===== config.mk =====
export PLATFORM = sky130hd
export DESIGN_NAME = display_arbiter_2x1
export DESIGN_NICKNAME = d
export VERILOG_FILES = /design/src/rtl/display_arbiter_2x1.sv
export SDC_FILE = /design/constraint.sdc
export NUM_CORES = 1
export LEC_CHECK = 0
export ABC_CLOCK_PERIOD_IN_PS = 5500
export CORE_AREA = 5 5 69 71
export CTS_CLUSTER_DIAMETER = 40
export DETAILED_ROUTE_END_ITERATION = 10
export DIE_AREA = 0 0 74 76
export HOLD_SLACK_MARGIN = 0.15
export RECOVER_POWER = 25
export SYNTH_ARGS = -nofsm -noshare
export SYNTH_HDL_FRONTEND = slang
export SYNTH_SLANG_ARGS = --single-unit

===== constraint.sdc =====
create_clock -name clock -period 5.5 [get_ports clock]
set_input_delay 1.1 -clock clock [delete_from_list [all_inputs] [get_ports clock]]
set_output_delay 1.1 -clock clock [all_outputs]
set_load 0.03 [all_outputs]

===== src/rtl/display_arbiter_2x1.sv =====
// Two-source display arbiter: min-hold ownership, one-cycle blank gap on handover, round-robin on ties.
// Optional macro PRIORITY1_EN makes source 1 a fixed, preempting high-priority source.
module display_arbiter_2x1 #(
  parameter int HOLD_CYCLES = 4,
  parameter int CNT_W       = 16
) (
  input  logic       clock,
  input  logic       reset,
  input  logic       req0,
  input  logic       req1,
  output logic       gnt0,
  output logic       gnt1,
  output logic       sel,
  output logic       blank,
  output logic       switch_pulse,
  output logic [1:0] db_state
);

  typedef enum logic [1:0] {
    IDLE = 2'b00,
    OWN0 = 2'b01,
    OWN1 = 2'b10,
    GAP  = 2'b11
  } state_t;

  localparam logic [CNT_W-1:0] HOLD_MAX = CNT_W'(HOLD_CYCLES - 1);

  state_t           state_reg;
  logic [CNT_W-1:0] counter_reg;
  logic             last_served_reg;

  logic hold_done;
  logic arb_any;
  logic arb_pick;
  logic leave0;
  logic leave1;

  assign hold_done = (counter_reg == HOLD_MAX);
  assign db_state  = state_reg;

  always_comb begin
    arb_any  = req0 | req1;
    arb_pick = 1'b0;
    leave0   = 1'b0;
    leave1   = 1'b0;
`ifdef PRIORITY1_EN
    arb_pick = req1;
    // source 1 preempts source 0 without waiting for the hold to expire
    leave0   = req1 | (hold_done & ~req0);
    leave1   = hold_done & ~req1;
`else
    arb_pick = (req0 & req1) ? ~last_served_reg : req1;
    leave0   = hold_done & (~req0 | req1);
    leave1   = hold_done & (~req1 | req0);
`endif
  end

  always_ff @(posedge clock) begin
    if (reset) begin
      state_reg       <= IDLE;
      counter_reg     <= '0;
      last_served_reg <= 1'b1;
      gnt0            <= 1'b0;
      gnt1            <= 1'b0;
      sel             <= 1'b0;
      blank           <= 1'b1;
      switch_pulse    <= 1'b0;
    end else begin
      case (state_reg)
        IDLE, GAP: begin
          if (arb_any) begin
            state_reg       <= arb_pick ? OWN1 : OWN0;
            counter_reg     <= '0;
            last_served_reg <= arb_pick;
            gnt0            <= ~arb_pick;
            gnt1            <= arb_pick;
            sel             <= arb_pick;
            blank           <= 1'b0;
            switch_pulse    <= 1'b1;
          end else begin
            // sel is left alone so the mux select does not glitch while blanked
            state_reg    <= IDLE;
            gnt0         <= 1'b0;
            gnt1         <= 1'b0;
            blank        <= 1'b1;
            switch_pulse <= 1'b0;
          end
        end
        OWN0: begin
          switch_pulse <= 1'b0;
          if (leave0) begin
            state_reg <= GAP;
            gnt0      <= 1'b0;
            blank     <= 1'b1;
          end else if (!hold_done) begin
            counter_reg <= counter_reg + 1'b1;
          end
        end
        OWN1: begin
          switch_pulse <= 1'b0;
          if (leave1) begin
            state_reg <= GAP;
            gnt1      <= 1'b0;
            blank     <= 1'b1;
          end else if (!hold_done) begin
            counter_reg <= counter_reg + 1'b1;
          end
        end
        default: begin
          state_reg <= IDLE;
        end
      endcase
    end
  end

endmodule


# After elaboration in Yosys (flattened, before gate mapping)
# Index checks and enable logic that the tools add are counted.
# classes
addsub	1
eq_ne	9
n_mux	23
n_bitwise	10
reduce_logical	10
# op_table
operator	count
16-bit 2-to-1 mux	4
16-bit case mux with 3 select lines	1
16-bit by 1-bit adder with 16-bit output, second input constant	1
16-bit by 2-bit == test with 1-bit output, second input constant	1
2-bit != test, second input constant	5
1-bit 2-to-1 mux	9
2-bit 2-to-1 mux	4
2-bit AND reduction	4
1-bit case mux with 2 select lines	3
2-bit case mux with 3 select lines	1
2-bit == test, second input constant	2
1-bit inverter	4
2-bit nonzero test	2
2-bit OR reduction	2
1-bit bitwise AND	3
1-bit bitwise OR	3
1-bit case mux with 3 select lines	1
3-bit AND reduction	1
2-bit by 1-bit == test with 1-bit output, second input constant	1
2-bit logical NOT	1
# word_totals
register_bits	24
inputBits	4
output_inout_bits	7
wordCells	61

# Longest topological paths before layout
# logic_depth
depth_word	5
mapped_depth	8
depth_no_buf	7

# Least setup slack after synthesis
# No wires, ideal clock.
# synth_path
path_type	input-to-reg
from	input port req1
to	register counter_reg[14]
setup_time_ns	0.132
arrival_ns	2.129
required_time_ns	5.368
path_slack_ns	3.240
stages	5
n_path_buf	1
path_cell_list	clkbuf_1 > a221oi_1 > o21a_1 > o211a_1 > nor3_1
# synth_between
elab_chain_cells	5
elab_cells_between_ends	10
classes_between	3 x eq/ne; 6 x bitwise; 1 x reduce/logical
# synth_rtl
item	line_no	rtl
start: declaration	10	input logic req1,
1-bit inverter	54	leave1 = hold_done & (~req1 | req0);
1-bit bitwise OR	54	
1-bit bitwise AND	54	
2-bit != test (no source line)	n/a	
3-bit AND reduction (no source line) *	n/a	
end signal: assignment	96	counter_reg <= counter_reg + 1'b1;
end signal: assignment	106	counter_reg <= counter_reg + 1'b1;
end: declaration	29	logic [CNT_W-1:0] counter_reg;
# Every way passes the cells marked *; elsewhere a longest branch is shown, timed or not.
# A chain may end at the register's enable or synchronous reset.

# Worst setup path after layout
# layout_path
from	register state_reg[0] (netlist: db_state[0])
to	register counter_reg[14]
# layout_between
elab_chain_cells	4
elab_cells_between_ends	10
classes_between	6 x eq/ne; 1 x mux; 3 x reduce/logical
# layout_rtl
item	line_no	rtl
start: declaration	28	state_t state_reg;
start signal: assignment	72	state_reg <= arb_pick ? OWN1 : OWN0;
2-bit == test / 2-bit logical NOT (equally long branches)	69	case (state_reg)
2-bit OR reduction	69	
2-bit != test (no source line)	n/a	
3-bit AND reduction (no source line)	n/a	
# Parallel ways exist; a longest one is shown, timed or not.

==> flow_summary.ini <==
[sta]
max_freq_ghz = 0.368
tns_ns = 0
drv_slew = 0
hold_viol = 0
fin_crit_ns = 2.72
timing.final.ws_setup_ns = 2.78
worst_slew_pin_slew_ns = 0.969
maxSlewHeadroom_pct = 35.2
min_period_over_period_pct = 49.4
setup_viol = 0
finClkSkew_ns = 0.00194
rsz0062_at_grt = no

[clock_network]
cts.repair_timing.setup_buffer_count = 0
clk_latency_ns = 0.27
cts_max_level = 1
cts_sinks = 24
clkTransAtPathRegs_ns = 0.08
tritoncts = built
cts_buffers = 3
cts_resized = 0
clk_path_buf_depth = 2
holdBufCountCts = 0
clockRootBuffer = clkbuf_8

[global_route]
grt_usage_pct = 12.3
grt_max_degree = 26
antenna_found_initial = 0
grt_pass1_vias = 1296
grt_overflow_total = 0
grt_pass1_wl_mm = 5.63

[yosys]
syn_area_um2 = 1360
async_reset_ff_share_pct = 0
ys.warnings.count = 0
synth.most_common_cell = dfxtp_1
synth_flop_cell = dfxtp_1
avgSynthCellArea_um2 = 8.39
yosysSeqAreaShare_pct = 35.4
synth.distinct_cells = 47
synth.largest_area_cell = dfxtp_1
synth_edf_count = 0
synth_common_cells = 24 x dfxtp_1, 18 x a21oi_1, 15 x nand2_1
synth-seq-cells = 24
synthDominantCellAreaShare_pct = 35.4
synthCells = 162
synth.area.top_cells = dfxtp_1 35%, a21oi_1 6.6%, a311oi_1 4.5%, nand2_1 4.1%, nor3_1 2.9%
syn_nets = 169

[setup_path]
critical-path-top-delay-family = compound AO/OA/AOI/OAI gates
worst_ep_arrival_time_ns = 2.84
r2r_slack_ns = 2.78
crit_path_end_kind = flop
rr_endpoint = counter_reg[14]$_SDFFE_PP0P_
crit_fanout = 20
start_kind = flop
criticalPathCategory = flop to flop
slowest_stage = ha_1
cpPeakStageDelay_ns = 0.61
crit_required_ns = 5.62
r2r_start = db_state[0]$_SDFFE_PP0P_
crit_top_cell = inv_1
path_cells = inv_1, ha_1, inv_1, a221oi_1, o21a_1, o211a_1, nor3_1
ff2ff_path_depth = 7
critPathBufInv = 2

[pwr]
leakage_nw = 0.474
peakVddDrop_uv = 329
p_int_mw = 0.370
power.switching_mw = 0.309
power_frac_seq_pct = 32.9
clkPwrFrac_pct = 15.6
power_density_nw_per_um2 = 450
p_sw_share_pct = 45.5
comb_power_share_pct = 51.5

[floorplanning]
die_y_um = 76
die-area_um2 = 5620
core_area_um2 = 4170
io_pins = 11
initial_utilization_pct = 32.6
rows = 24
die_w_um = 74

[routing]
drtIter0Drc = 96
drt-vias-per-instance = 5.84
wl_met3_um = 95
totalWireLength_mm = 3.28
vias = 1261
m1WireLength_mm = 1.54
first_pass_iters = 4
wl_per_cell_um = 15.2
routed.top_layer = met4
ant_nets = 0
drc_errors = 0
wl_met2_mm = 1.61

[job]
cap_violations = 0

[cells_and_area]
largest_reg_flops = 16
post_layout_nonfiller_instances = 216
layout.nets = 173
multi_input_area_um2 = 803
areaGrowthSynthToFinish_pct = 11.0
drive_above_1_share_pct = 9.15
register_area_um2 = 480
final_area_um2 = 1510
fillers = 424
diodes = 0

[hold_path]
min-delay-start = counter_reg[15]$_SDFFE_PP0P_
hold_path_depth = 2
hold_path.class = flop to flop
worstHoldEndpoint = counter_reg[15]$_SDFFE_PP0P_

[placed_design]
dp_hpwl_mm = 2.18
portBuffers = 10
place_congestion = 0.876
place_area_um2 = 1470
dp_cells = 213
dp_slack_ns = 2.65

[outcome]
status = completed
## worst max-delay path by stage
stage / startpoint / to / cells past startpoint
after floorplan: req1 / counter_reg[14]$_SDFFE_PP0P_ / 5
after global placement: req1 / counter_reg[14]$_SDFFE_PP0P_ / 5
after detailed placement: req1 / counter_reg[14]$_SDFFE_PP0P_ / 5
after CTS: db_state[0]$_SDFFE_PP0P_ / counter_reg[14]$_SDFFE_PP0P_ / 7
after global routing: db_state[0]$_SDFFE_PP0P_ / counter_reg[14]$_SDFFE_PP0P_ / 7
final: db_state[0]$_SDFFE_PP0P_ / counter_reg[14]$_SDFFE_PP0P_ / 7
## power by group through the flow
stage               Combinational, mW  Sequential (mW)  Clock, mW
floorplan                       0.222            0.263          0
global placement                0.342            0.226          0
detailed placement              0.346            0.228          0
CTS                             0.349            0.224      0.109
global route                    0.389            0.227      0.117
finish                          0.350            0.224      0.106
## layer usage
| metal | global-route usage [%] | vias to the layer above |
|---|---|---|
| met4 | 7.07 | 0 |
| met2 | 19.9 | 23 |
| met1 | 14.7 | 608 |
| met3 | 2.37 | 5 |
| li1 | - | 625 |
| met5 | 0 | - |
## kinds of logic (layout without fill, tap and decap cells)
kind of cell,after synthesis,count (layout),synth area share (%)
muxes,1,1,0.737
adders and majority gates,3,3,2.76
DFF,24,24,35.4
and+or+nand+nor,64,64,29.5
AOI/OAI and AO/OA,54,54,26.2
buffers and inverters,16,18,5.52
## per-stage QoR
step	hold WS [ns]	power, mW	util [%]
2_1_floorplan	0.462	0.485	-
3_3_place_gp	0.480	0.568	35.2
3_5_place_dp	0.484	0.574	35.2
4_1_cts	0.498	0.682	36.2
5_1_grt	0.539	0.733	36.2
6_report	0.495	0.679	36.2
## final cells by class
cell class	count	area share (%)
multi-input combinational	122	53.2
tap	52	4.31
sequential	24	31.8
inverter	5	1.24
timing repair buffer	10	6.63
clock buffer	3	2.74
## worst register-to-register path, cell delays in order, from the launching register on
cell      delay (ns)
dfxtp_1         0.39
inv_1           0.06
ha_1            0.61
inv_1           0.45
a221oi_1        0.46
o21a_1          0.37
o211a_1         0.20
nor3_1          0.05
## placed cells by master, fill, tap and decap left out, types with 3 or more instances in the layout
cell / instances
a211oi_1: 4
a21oi_1: 18
a311oi_1: 7
a31oi_1: 3
clkbuf_8: 3
clkdlybuf4s50_1: 7
dfxtp_1: 24
dlygate4sd3_1: 3
ha_1: 3
inv_1: 5
nand2_1: 15
nand3_1: 5
nor2_1: 10
nor3_1: 8
o21ai_0: 8
o21ai_2: 3
(Power assumes the default switching activity.)
